**config.mk**
```make
export PLATFORM = sky130hd
export DESIGN_NAME = fetch_sequencer
export DESIGN_NICKNAME = d
export VERILOG_FILES = /design/src/rtl/fetch_pkg.sv /design/src/rtl/program_counter.sv /design/src/rtl/fetch_sequencer.sv
export SDC_FILE = /design/constraint.sdc
export NUM_CORES = 1
export LEC_CHECK = 0
export CAP_MARGIN = 40
export CORE_UTILIZATION = 34
export DETAILED_ROUTE_END_ITERATION = 8
export PLACE_DENSITY = 0.77
export SYNTH_ARGS = -nofsm -noshare
export SYNTH_HDL_FRONTEND = slang
export SYNTH_SLANG_ARGS = --single-unit
```
**constraint.sdc**
```tcl
create_clock -name clk -period 1.7 [get_ports clk]
set_clock_uncertainty 0.15 [all_clocks]
set_input_delay 0.34 -clock clk [delete_from_list [all_inputs] [get_ports clk]]
set_output_delay 0.34 -clock clk [all_outputs]
set_load 0.01 [all_outputs]
```
**src/rtl/fetch_pkg.sv**
```systemverilog
// rtl/fetch_pkg.sv - shared state, operand-kind and mode definitions for fetch_sequencer
package fetch_pkg;

    typedef enum logic [2:0] {
        ST_IDLE,
        ST_FETCH,
        ST_CAPTURE,
        ST_OP_REQ,
        ST_OP_CAPTURE,
        ST_ISSUE,
        ST_HALTED
    } state_e;

    typedef enum logic [1:0] {
        KIND_NONE  = 2'b00,
        KIND_PEEK  = 2'b01,
        KIND_PLOAD = 2'b10,
        KIND_VLOAD = 2'b11
    } kind_e;

    // Routing selects understood by datapath_controller.
    localparam int MODE_FETCH = 0;
    localparam int MODE_PEEK  = 1;
    localparam int MODE_PLOAD = 2;
    localparam int MODE_VLOAD = 3;

    function automatic int kind_to_mode(input kind_e kind);
        case (kind)
            KIND_PEEK:  return MODE_PEEK;
            KIND_PLOAD: return MODE_PLOAD;
            KIND_VLOAD: return MODE_VLOAD;
            default:    return MODE_FETCH;
        endcase
    endfunction

endpackage

```
**src/rtl/program_counter.sv**
```systemverilog
// rtl/program_counter.sv - wrapping program counter with load-over-increment priority
module program_counter #(
    parameter int ADDR_SIZE = 8
) (
    input  logic                 clk,
    input  logic                 rst_n,
    input  logic                 inc,
    input  logic                 load,
    input  logic [ADDR_SIZE-1:0] load_addr,
    output logic [ADDR_SIZE-1:0] pc
);

    logic [ADDR_SIZE-1:0] pc_q;
    logic [ADDR_SIZE-1:0] pc_d;

    // Increment wraps naturally at 2^ADDR_SIZE.
    always_comb begin
        pc_d = pc_q;
        if (load) begin
            pc_d = load_addr;
        end else if (inc) begin
            pc_d = pc_q + ADDR_SIZE'(1);
        end
    end

    always_ff @(posedge clk) begin
        if (!rst_n) begin
            pc_q <= '0;
        end else begin
            pc_q <= pc_d;
        end
    end

    assign pc = pc_q;

endmodule

```
**src/rtl/fetch_sequencer.sv**
```systemverilog
// rtl/fetch_sequencer.sv - instruction/operand fetch FSM with valid/ready issue; FETCH_SEQUENCER_JUMP_EN enables jump loads
module fetch_sequencer
    import fetch_pkg::*;
#(
    parameter int WORD_SIZE        = 16,
    parameter int ADDR_SIZE        = 8,
    parameter int MODE_SELECT_SIZE = 3
) (
    input  logic                        clk,
    input  logic                        rst_n,
    input  logic                        start,
    input  logic                        halt_req,
    input  logic [WORD_SIZE-1:0]        instruction,
    input  logic [WORD_SIZE-1:0]        peek,
    input  logic [WORD_SIZE-1:0]        load,
    output logic [MODE_SELECT_SIZE-1:0] mode,
    output logic [ADDR_SIZE-1:0]        p_ram_addr,
    output logic [ADDR_SIZE-1:0]        v_ram_addr,
    output logic [ADDR_SIZE-1:0]        pc,
    output logic                        issue_valid,
    input  logic                        issue_ready,
    output logic [WORD_SIZE-1:0]        issue_instr,
    output logic [WORD_SIZE-1:0]        issue_operand,
    output logic                        halted,
    input  logic                        jump_valid,
    input  logic [ADDR_SIZE-1:0]        jump_addr
);

    state_e               state_q;
    state_e               state_d;
    logic [WORD_SIZE-1:0] issue_instr_q;
    logic [WORD_SIZE-1:0] issue_operand_q;
    kind_e                cur_kind;
    kind_e                new_kind;
    logic                 handshake;
    logic                 pc_inc;
    logic                 pc_load;
    logic [ADDR_SIZE-1:0] pc_load_addr;
    logic [ADDR_SIZE-1:0] pc_cur;

    // cur_kind is valid from OP_REQ on; new_kind decodes the word arriving in CAPTURE.
    assign cur_kind  = kind_e'(issue_instr_q[WORD_SIZE-1:WORD_SIZE-2]);
    assign new_kind  = kind_e'(instruction[WORD_SIZE-1:WORD_SIZE-2]);
    assign handshake = (state_q == ST_ISSUE) && issue_ready;

    assign pc_inc = (state_q == ST_CAPTURE) ||
                    ((state_q == ST_OP_CAPTURE) && (cur_kind == KIND_PLOAD));

`ifdef FETCH_SEQUENCER_JUMP_EN
    assign pc_load      = handshake && jump_valid;
    assign pc_load_addr = jump_addr;
`else
    logic unused_jump;
    assign unused_jump  = ^{jump_valid, jump_addr};
    assign pc_load      = 1'b0;
    assign pc_load_addr = '0;
`endif

    program_counter #(
        .ADDR_SIZE (ADDR_SIZE)
    ) u_program_counter (
        .clk       (clk),
        .rst_n     (rst_n),
        .inc       (pc_inc),
        .load      (pc_load),
        .load_addr (pc_load_addr),
        .pc        (pc_cur)
    );

    always_ff @(posedge clk) begin
        if (!rst_n) begin
            state_q <= ST_IDLE;
        end else begin
            state_q <= state_d;
        end
    end

    always_comb begin
        state_d = state_q;
        case (state_q)
            ST_IDLE:       if (start) state_d = ST_FETCH;
            ST_FETCH:      state_d = ST_CAPTURE;
            ST_CAPTURE:    state_d = (new_kind == KIND_NONE) ? ST_ISSUE : ST_OP_REQ;
            ST_OP_REQ:     state_d = ST_OP_CAPTURE;
            ST_OP_CAPTURE: state_d = ST_ISSUE;
            ST_ISSUE:      if (handshake) state_d = halt_req ? ST_HALTED : ST_FETCH;
            ST_HALTED:     if (start) state_d = ST_FETCH;
            default:       state_d = ST_IDLE;
        endcase
    end

    always_comb begin
        mode        = MODE_SELECT_SIZE'(MODE_FETCH);
        p_ram_addr  = '0;
        v_ram_addr  = '0;
        issue_valid = 1'b0;
        halted      = 1'b0;
        case (state_q)
            ST_FETCH, ST_CAPTURE: begin
                p_ram_addr = pc_cur;
            end
            // mode is held into OP_CAPTURE because the routing mux is combinational.
            ST_OP_REQ, ST_OP_CAPTURE: begin
                mode = MODE_SELECT_SIZE'(kind_to_mode(cur_kind));
                if (cur_kind == KIND_VLOAD) begin
                    v_ram_addr = issue_instr_q[ADDR_SIZE-1:0];
                end else begin
                    p_ram_addr = pc_cur;
                end
            end
            ST_ISSUE:  issue_valid = 1'b1;
            ST_HALTED: halted = 1'b1;
            default: ;
        endcase
    end

    always_ff @(posedge clk) begin
        if (!rst_n) begin
            issue_instr_q   <= '0;
            issue_operand_q <= '0;
        end else if (state_q == ST_CAPTURE) begin
            issue_instr_q   <= instruction;
            issue_operand_q <= '0;
        end else if (state_q == ST_OP_CAPTURE) begin
            issue_operand_q <= (cur_kind == KIND_PEEK) ? peek : load;
        end
    end

    assign pc            = pc_cur;
    assign issue_instr   = issue_instr_q;
    assign issue_operand = issue_operand_q;

endmodule
```
### After elaboration in Yosys (flattened, before gate mapping)

Index checks and enable logic that the tools add are counted.
W data, S select, Z words.

| storage, ports and cells | value |
|---|---|
| logic and storage cells | 41 |
| flip-flop bits (word level) | 43 |
| input port bits | 62 |
| output and inout port bits | 61 |

| cells by class | value |
|---|---|
| mux-type cells | 14 |
| eq/ne operators | 11 |
| bitwise operators | 1 |
| reduce and logical (&&, ||, !) cells | 10 |
| add/subtract/negate cells | 1 |

Operators by type and width:

| kind | count |
|---|---|
| $mux W8 | 3 |
| $pmux W3 S6 | 1 |
| $mux W16 | 1 |
| $pmux W8 S2 | 1 |
| $mux W3 | 4 |
| $eq A3 B3 Y1 const B | 3 |
| $add A8 B1 Y8 const B | 1 |
| $reduce_or A2 Y1 | 4 |
| $eq A3 B2 Y1 const B | 2 |
| $pmux W2 S3 | 1 |
| $eq A2 B2 Y1 const B | 2 |
| $eq A3 B1 Y1 const B | 1 |
| $logic_not A3 Y1 | 1 |
| $eq A2 B1 Y1 const B | 1 |
| $logic_and A1 B1 Y1 | 2 |
| $logic_not A2 Y1 | 1 |
| $mux W1 | 2 |
| $mux W2 | 1 |
| $ne A2 B1 Y1 const B | 1 |
| $ne A2 B2 Y1 const B | 1 |
| $reduce_and A2 Y1 | 1 |
| $logic_or A1 B1 Y1 | 1 |
| $not A1 Y1 | 1 |

### Longest topological paths before layout

Gate-level depths: netlist of the first run.

| depth | value |
|---|---|
| word-level depth | 4 |
| mapped depth | 6 |

### Cells and area by module

From an unflattened synthesis of the first run, not the netlist that was laid out.

| unflattened totals | value |
|---|---|
| cells, all modules | 275 |
| area total of the unflattened synthesis | 2280.9 um^2 |

Modules (own cells, without submodules):

| module | sequential area each (um^2) | area an instance (um^2) | cells an instance | instances |
|---|---|---|---|---|
| fetch_sequencer | 700.7 | 1819.2 | 220 | 1 |
| program_counter | 160.2 | 461.7 | 55 | 1 |

### Worst setup path before layout of the first run

No wires, ideal clock.

| timing path | value |
|---|---|
| path kind | reg-to-output |
| start | reg state_q[2] |
| end | out v_ram_addr[0] |
| path slack | -0.149 ns |
| arrival time | 1.359 ns |
| stages on the path, launching flop included | 6 |
| buffers on the path | 1 |
| required time | 1.210 ns |
| path through | dfxtp_1 -> buf_4 -> nor3b_2 -> a21oi_1 -> nor2_1 -> and2_1 |

| between the ends | value |
|---|---|
| cells in the longest elaborated chain, start to end | 3 |
| elaborated cells on any way between the ends | 4 |
| those cells by class | 2 x eq/ne; 1 x mux; 1 x reduce/logical |

RTL lines:

| what | line | source |
|---|---|---|
| start, declared | fetch_sequencer.sv:29 | `state_e state_q;` |
| start signal, assigned | fetch_sequencer.sv:74 | `state_q <= state_d;` |
| $eq A3 B3 Y1 / $eq A3 B2 Y1 (equally long branches) | fetch_sequencer.sv:98 | `case (state_q)` |
| $reduce_or A2 Y1 * | fetch_sequencer.sv:98 |  |
| $mux W8 * | fetch_sequencer.sv:98 |  |
| end, declared | fetch_sequencer.sv:18 | `output logic [ADDR_SIZE-1:0] v_ram_addr,` |

Mark *: on every way between the ends. The rest lies on a longest branch, timed or not.

### Worst setup path in the final report of the first run

| timing path | value |
|---|---|
| start | reg state_q[1] |
| end | out p_ram_addr[5] |

| between the ends | value |
|---|---|
| cells in the longest elaborated chain, start to end | 3 |
| elaborated cells on any way between the ends | 7 |
| those cells by class | 4 x eq/ne; 1 x mux; 2 x reduce/logical |

RTL lines:

| what | line | source |
|---|---|---|
| $eq A3 B3 Y1, or another cell as far along | fetch_sequencer.sv:98 |  |
| $reduce_or A2 Y1 | fetch_sequencer.sv:98 |  |
| $pmux W8 S2 * | fetch_sequencer.sv:98 |  |
| end, declared | fetch_sequencer.sv:17 | `output logic [ADDR_SIZE-1:0] p_ram_addr,` |

Marked as above.

==> reports/results.md, run 1 <==
| Parameter | This run | Unit |
|---|---|---|
| Result of the run | finished, violations left | - |
| Violations in the final reports | negative setup slack | - |
| #FFs+latches synth | 43 | - |
| Combinational Power Share | 0.261 | - |
| Summed negative setup slack over all endpoints | -7.05 | ns |
| P per Cell Area | 614 | mW/mm^2 |
| DRT Pass-1 Iters | 4 | - |
| Area Overhead vs Synth | 86.2 | % |
| Endpoint with the worst hold slack | issue_instr[13] | - |
| Clock input transition at the sequential cells of the worst setup and hold paths | 0.08 | ns |
| Final count of negative-setup-slack endpoints | 24 | - |
| Combined flip-flop and latch cell area | 881 | um^2 |
| End of the worst register-to-register path | u_program_counter.pc[6] | - |
| Hold/Removal Path Class | flip-flop to flip-flop | - |
| Area of the multi-input gates | 0.00124 | mm^2 |
| Flop-to-flop setup slack | -0.23 | ns |
| Share of async-settable or async-resettable flops after synthesis | 0 | - |
| Most frequent cells in the layout | sky130_fd_sc_hd__clkdlybuf4s50_1, sky130_fd_sc_hd__nand2_1, sky130_fd_sc_hd__dfxtp_1, sky130_fd_sc_hd__nor2_1, sky130_fd_sc_hd__buf_4 | - |
| Maximum clock frequency | 0.483 | GHz |
| Vertical die dimension | 79.2 | um |
| DP Cell Count | 444 | - |
| Synth Warn # | 0 | - |
| Relative contribution of the clock network to total power | 0.275 | - |
| Critical R2R Launch | state_q[2] | - |
| Minimum clock period after layout | 2.07 | ns |
| Final non-filler cell total | 459 | - |
| Die width | 79.2 | um |
| CTS tree | yes | - |
| Core box area | 0.00564 | mm^2 |
| Clock root buffer master | sky130_fd_sc_hd__clkbuf_8 | - |
| Cells after synthesis | 244 | - |
| Worst reg2reg path depth | 6 | - |
| Via count of the first global-routing pass | 2,095 | - |
| Post-route antenna net violation count | 0 | - |
| Total Die Area | 0.00628 | mm^2 |
| Element type at the critical path end | output pin | - |
| Number of ports placed on the die boundary | 123 | - |
| Start point of the worst min-delay path | issue_instr[13] | - |
| Final core area utilization | 0.669 | - |
| TritonCTS sink count | 43 | - |
| Static leakage | 1.77 | nW |
| Hold Path Cell Cnt | 2 | - |
| Total CTS buffers | 5 | - |
| Placer Congestion | 0.817 | - |
| Cell-internal power | 1.68 | mW |
| Number of unique standard cell types used by synthesis | 31 | - |
| Initial Utilization | 0.360 | - |
| Arrival time worst endpoint | 1.58 | ns |
| Vias per cell | 4.87 | - |
| Final number of hold-violating endpoints | 0 | - |
| Worst Path Required | 1.21 | ns |
| Minimum setup slack after placement | -0.474 | ns |
| Top FF cell, synth | sky130_fd_sc_hd__dfxtp_1 | - |
| Maximum number of pins on one net before global-route repair | 33 | - |
| Total net switching power | 639 | uW |
| Nets@finish | 449 | - |
| Switch share | 0.276 | - |
| Bufs on Longest Clock Path | 2 | - |
| Initial drt markers | 102 | - |
| Part of the Yosys area used for sequential elements | 0.424 | - |
| Largest fanout on the critical path | 8 | - |
| Syn Nets | 307 | - |
| Diode insertion count for antenna repair | 0 | - |
| Area of the mapped netlist | 0.00203 | mm^2 |
| Maximum ir drop on the vdd rail | 321 | uV |
| WL/cell | 13.3 | um |
| Fraction of final layout cells sized beyond drive strength 1 | 0.284 | - |
| Number of enable-type register cells in the synthesized netlist | 0 | - |
| GRT overflow | 0 | - |
| Number of I/O port buffers | 112 | - |
| Final count of pins violating max slew | 0 | - |
| Global Route Usage Sum | 0.195 | - |
| Fill count | 491 | - |
| Insertion delay to the later sink of the worst-skew pair | 0.29 | ns |
| First-pass GRT wire length | 9470 | um |
| Placed wire-length estimate after detailed placement | 4390 | um |
| Worst Path Class, Setup | flip-flop to output pin | - |
| Unrepaired setup endpoints after global routing | yes | - |
| Period utilization | 1.22 | - |
| Wire length reported by the detailed router | 6120 | um |
| Final routed DRC violation total | 0 | - |
| Count of vias placed by the detailed router | 2,237 | - |
| Total number of H-tree levels | 2 | - |
| Proportion of power drawn by flip-flops and latches | 0.464 | - |
| # rows | 27 | - |
| Avg Inst Size Synth | 8.31 | um^2 |
| Final worst slack | -0.372 | ns |
| Leading cell type in the layout, fill and taps excluded | sky130_fd_sc_hd__clkdlybuf4s50_1 | - |
| Worst Setup Start Kind | flip-flop | - |
| Total of max-cap violations | 0 | - |
| Initial antenna violation count | 0 | - |
worst max-delay path by stage:
stage                         end        from  slack (ns)  depth (start not counted)
floorplan           v_ram_addr[0]  state_q[0]        0.01                          4
global placement    p_ram_addr[6]  state_q[1]       -0.41                          5
detailed placement  v_ram_addr[5]  state_q[1]       -0.47                          6
CTS                 p_ram_addr[5]  state_q[1]       -0.34                          6
global route        p_ram_addr[7]  state_q[1]       -0.43                          6
finish              p_ram_addr[5]  state_q[1]       -0.37                          6
through the flow:
stage	cell area (um^2)	hold WS [ns]	total power [mW]
after floorplan	2080	0.326	1.32
after global placement	3480	0.292	1.62
after detailed placement	3480	0.298	1.63
after CTS	3570	0.310	2.31
after global routing	3780	0.327	2.44
final	3780	0.305	2.32
power groups by stage:
stage	combinational (mW)	clock [mW]	sequential [mW]
after floorplan	0.210	0	1.11
after global placement	0.522	0	1.10
after detailed placement	0.530	0	1.10
after CTS	0.568	0.663	1.08
after global routing	0.649	0.704	1.08
final	0.605	0.637	1.08
sequential cells by signal (all words and copies together) (netlist names):
signal                flops
issue_instr              16
issue_operand            16
state_q                   3
u_program_counter.pc      8
cell families (layout without fill, tap and decap cells):
family          after synthesis  in the layout  synth area share
simple gates                 99             99             0.236
compound gates               59             59             0.185
flops                        43             43             0.424
buf+inv                      20            163            0.0456
mux                          17             17            0.0839
xor+xnor                      4              4            0.0173
fa+ha+maj                     1              1           0.00617
other cells                   1              1           0.00185
critical path: stages, from the launching register on:
cell,delay [ns]
sky130_fd_sc_hd__dfxtp_4,0.39
sky130_fd_sc_hd__or2b_1,0.29
sky130_fd_sc_hd__a21oi_4,0.18
sky130_fd_sc_hd__nor2b_4,0.06
sky130_fd_sc_hd__buf_12,0.14
sky130_fd_sc_hd__nor2b_2,0.09
sky130_fd_sc_hd__buf_2,0.13
area by class of cell:
cell class / instances / area share
inverters: 6 / 0.00663
well taps: 72 / 0.0239
repair buffers: 149 / 0.384
clock buffers: 6 / 0.0192
multi-input cells: 181 / 0.329
clock inverters: 2 / 0.00331
flip-flops and latches: 43 / 0.233
synthesized netlist by cell type, types with 2 or more instances:
| master | n | share of area |
|---|---|---|
| sky130_fd_sc_hd__dfxtp_1 | 43 | 0.42 |
| sky130_fd_sc_hd__nand2_1 | 39 | 0.072 |
| sky130_fd_sc_hd__nor2_1 | 29 | 0.054 |
| sky130_fd_sc_hd__a21oi_1 | 24 | 0.059 |
| sky130_fd_sc_hd__a211oi_1 | 18 | 0.067 |
| sky130_fd_sc_hd__mux2i_1 | 17 | 0.084 |
| sky130_fd_sc_hd__nor2b_1 | 12 | 0.037 |
| sky130_fd_sc_hd__clkbuf_1 | 9 | 0.017 |
| sky130_fd_sc_hd__and2_1 | 8 | 0.025 |
| sky130_fd_sc_hd__o21ai_0 | 8 | 0.020 |
| sky130_fd_sc_hd__inv_1 | 6 | 0.011 |
| sky130_fd_sc_hd__xnor2_1 | 4 | 0.017 |
| sky130_fd_sc_hd__a32o_1 | 3 | 0.015 |
| sky130_fd_sc_hd__or3_1 | 3 | 0.0093 |
| sky130_fd_sc_hd__buf_2 | 2 | 0.0049 |
| sky130_fd_sc_hd__buf_4 | 2 | 0.0074 |
| sky130_fd_sc_hd__nand2b_1 | 2 | 0.0062 |
| sky130_fd_sc_hd__o22ai_1 | 2 | 0.0062 |
what timing repair did:
item	in CTS	in global routing
gates resized for setup	123	50
hold buffers	0	0
pin swaps	10	12
hold endpoints to repair	0	0
setup buffers	5	8
setup endpoints to repair	39	55
per-layer routing:
layer  track usage  share of wire  up-vias
met1         0.216           0.41      996
met5             0              0        -
met2         0.346           0.49      109
li1              -              -     1122
met3        0.0598          0.086       10
met4        0.0764          0.018        0
No activity file was read; power rests on OpenSTA's default activity.
==> run 2: changes to the inputs <==
--- a/config.mk
+++ b/config.mk
@@ -9,6 +9,7 @@
 export CORE_UTILIZATION = 34
 export DETAILED_ROUTE_END_ITERATION = 8
 export PLACE_DENSITY = 0.77
+export SETUP_SLACK_MARGIN = 0.5
 export SYNTH_ARGS = -nofsm -noshare
 export SYNTH_HDL_FRONTEND = slang
 export SYNTH_SLANG_ARGS = --single-unit
==> run 2 against run 1 <==
The run still ends with negative setup slack left. Count of clock-buffer cells in the layout fell by 1. Sequential cell count unchanged. Largest power group unchanged. First-iteration DRC count fell by 31%. Setup slack worse by 0.055 ns. Utilization grew 13 points.
==> reports/results.md, run 2 (synthesis gave the netlist of run 1 again) <==
| Parameter | This run | Unit | vs previous |
|---|---|---|---|
| Total Die Area | 0.00628 | mm^2 | unchanged |
| Post-route antenna net violation count | 0 | - | unchanged |
| Global Route Usage Sum | 0.250 | - | was 0.195 |
| Vertical die dimension | 79.2 | um | unchanged |
| Arrival time worst endpoint | 1.64 | ns | was 1.58 ns |
| Worst stage delay on the critical path | 0.35 | ns | was 0.39 ns |
| Fraction of final layout cells sized beyond drive strength 1 | 0.614 | - | was 0.284 |
| Vias per cell | 5.02 | - | was 4.87 |
| WL/cell | 16.7 | um | was 13.3 um |
| Maximum number of pins on one net before global-route repair | 26 | - | was 33 |
| Unrepaired setup endpoints after global routing | yes | - | unchanged |
| Largest fanout on the critical path | 8 | - | unchanged |
| Slowest cell on the critical path | sky130_fd_sc_hd__dfxtp_2 | - | was sky130_fd_sc_hd__dfxtp_4 |
| Area Overhead vs Synth | 122 | % | was 86.2% |
| Worst Setup Start Kind | flip-flop | - | unchanged |
| GRT overflow | 0 | - | unchanged |
| Bufs on Longest Clock Path | 2 | - | unchanged |
| Insertion delay to the later sink of the worst-skew pair | 0.29 | ns | about the same |
| Final routed DRC violation total | 0 | - | unchanged |
| Fill count | 348 | - | was 491 |
| # rows | 27 | - | unchanged |
| Minimum clock period after layout | 2.13 | ns | was 2.07 ns |
| Final worst slack | -0.427 | ns | was -0.372 ns |
| Clock input transition at the sequential cells of the worst setup and hold paths | 0.08 | ns | about the same |
| Wire length reported by the detailed router | 8130 | um | was 6120 um |
| Placed wire-length estimate after detailed placement | 4520 | um | was 4390 um |
| Result of the run | finished, violations left | - | unchanged |
| Die width | 79.2 | um | unchanged |
| First-pass GRT wire length | 11,900 | um | was 9470 um |
| Core box area | 0.00564 | mm^2 | unchanged |
| Total of max-cap violations | 0 | - | unchanged |
| Initial antenna violation count | 0 | - | unchanged |
| Final number of hold-violating endpoints | 0 | - | unchanged |
| Worst Tran Pin Value | 0.574 | ns |  |
| Diode insertion count for antenna repair | 0 | - | unchanged |
| CTS tree | yes | - | unchanged |
| Number of I/O port buffers | 112 | - | unchanged |
| Final core area utilization | 0.799 | - | was 0.669 |
| Leading cell type in the layout, fill and taps excluded | sky130_fd_sc_hd__buf_6 | - | was sky130_fd_sc_hd__clkdlybuf4s50_1 |
| Placer Congestion | 0.890 | - | was 0.817 |
| Most frequent cells in the layout | sky130_fd_sc_hd__buf_6, sky130_fd_sc_hd__clkdlybuf4s50_1, sky130_fd_sc_hd__dfxtp_2, sky130_fd_sc_hd__buf_4, sky130_fd_sc_hd__nor2_1 | - | was sky130_fd_sc_hd__clkdlybuf4s50_1, sky130_fd_sc_hd__nand2_1, sky130_fd_sc_hd__dfxtp_1, sky130_fd_sc_hd__nor2_1, sky130_fd_sc_hd__buf_4 |
| Total number of H-tree levels | 2 | - | unchanged |
| Final count of pins violating max slew | 0 | - | unchanged |
| Maximum ir drop on the vdd rail | 426 | uV | was 321 uV |
| Period utilization | 1.25 | - | was 1.22 |
| Number of ports placed on the die boundary | 123 | - | unchanged |
| Maximum clock frequency | 0.470 | GHz | was 0.483 GHz |
| Clock root buffer master | sky130_fd_sc_hd__clkbuf_8 | - | unchanged |
| Slew headroom | 0.618 | - |  |
| Area of the multi-input gates | 0.00152 | mm^2 | was 0.00124 mm^2 |
| Combined flip-flop and latch cell area | 935 | um^2 | was 881 um^2 |
| Violations in the final reports | negative setup slack | - | unchanged |
| DRT Pass-1 Iters | 4 | - | unchanged |
| Minimum setup slack after placement | -0.506 | ns | was -0.474 ns |
| Critical Path Most Common Cell | sky130_fd_sc_hd__buf_6 | - |  |
| P per Cell Area | 590 | mW/mm^2 | was 614 mW/mm^2 |
| Initial drt markers | 70 | - | was 102 |
| CP cell instances | buf_6 -> nor3b_4 -> buf_6 -> o21ai_2 -> nor2b_4 -> buf_12 -> nor2b_4 -> buf_6 | - | was or2b_1 -> a21oi_4 -> nor2b_4 -> buf_12 -> nor2b_2 -> buf_2 |
| Nets@finish | 477 | - | was 449 |
| TritonCTS sink count | 43 | - | unchanged |
| Via count of the first global-routing pass | 2,445 | - | was 2,095 |
| Worst Path Required | 1.21 | ns | about the same |
| Worst Path Class, Setup | flip-flop to output pin | - | unchanged |
| Element type at the critical path end | output pin | - | unchanged |
| Static leakage | 1.76 | nW | was 1.77 nW |
| Count of vias placed by the detailed router | 2,446 | - | was 2,237 |
| Final count of negative-setup-slack endpoints | 28 | - | was 24 |
| Initial Utilization | 0.360 | - | unchanged |
| Total CTS buffers | 5 | - | unchanged |
| Hold/Removal Path Class | flip-flop to flip-flop | - | unchanged |
-- run 2: cell count changes in the layout (fill, tap and decap cells not counted), moves of 9 or more --
cell | previous run | this run
sky130_fd_sc_hd__a21oi_1 | 20 | 8
sky130_fd_sc_hd__dfxtp_2 | 7 | 35
sky130_fd_sc_hd__buf_6 | 15 | 70
sky130_fd_sc_hd__a21oi_2 | 2 | 15
sky130_fd_sc_hd__dfxtp_1 | 33 | 0
sky130_fd_sc_hd__dlymetal6s2s_1 | 20 | 0
sky130_fd_sc_hd__buf_4 | 24 | 35
sky130_fd_sc_hd__dlygate4sd2_1 | 15 | 1
sky130_fd_sc_hd__nand2_1 | 38 | 20
sky130_fd_sc_hd__a211oi_2 | 1 | 10
-- run 2: cell type report --
class,count,share of cell area
tap,72,0.0200
clock inverter,3,0.00972
multi-input combinational,182,0.338
clock buffer,5,0.0153
timing repair buffer,176,0.405
sequential,43,0.207
inverter,6,0.00500
-- run 2: final timing paths --
kind	from	to	slack, ns	cells after the start
setup / recovery	state_q[1]	p_ram_addr[6]	-0.43	8
hold reg to reg	issue_instr[9]	issue_instr[9]	0.32	2
hold / removal	issue_instr[9]	issue_instr[9]	0.32	2
setup reg to reg	state_q[1]	u_program_counter.pc[7]	-0.42	6
-- run 2: routing by layer --
layer  track usage  share of wire  vias to the layer above
met5             0              0                        -
met4        0.0745          0.015                        0
met3        0.0805          0.084                       12
met2         0.467           0.52                      112
met1         0.265           0.38                     1141
li1              -              -                     1181
-- run 2: power breakdown --
part / switching, mW / total (mW) / internal, mW
registers: 0.0375 / 1.08 / 1.04
logic: 0.349 / 0.785 / 0.436
clock network: 0.356 / 0.794 / 0.437
-- run 2: repair_timing --
| action | CTS | global route |
|---|---|---|
| cloned | 4 | 0 |
| setup buffers | 23 | 11 |
| pin swaps | 25 | 11 |
| setup endpoints to repair | 103 | 103 |
| gates resized for setup | 402 | 64 |
| hold buffers | 0 | 0 |
-- run 2: critical path: cells and delay by family, from the launching register on --
| family | cells | cell delay [ns] |
|---|---|---|
| buffers and inverters | 4 | 0.50 |
| AOI/OAI and AO/OA | 1 | 0.05 |
| DFF | 1 | 0.35 |
| and+or+nand+nor | 3 | 0.43 |
-- run 2: through the flow --
| step | hold slack (ns) | setup TNS [ns] | instance area, um^2 | cells | power (mW) |
|---|---|---|---|---|---|
| final | 0.317 | -9.48 | 4510 | 487 | 2.66 |
| after global placement | 0.295 | -7.41 | 3460 | 441 | 1.61 |
| after detailed placement | 0.302 | -9.10 | 3460 | 441 | 1.62 |
| after global routing | 0.338 | -11.77 | 4510 | 487 | 2.78 |
| after floorplan | 0.326 | 0 | 2110 | 244 | 1.33 |
| after CTS | 0.318 | -7.75 | 4170 | 476 | 2.57 |
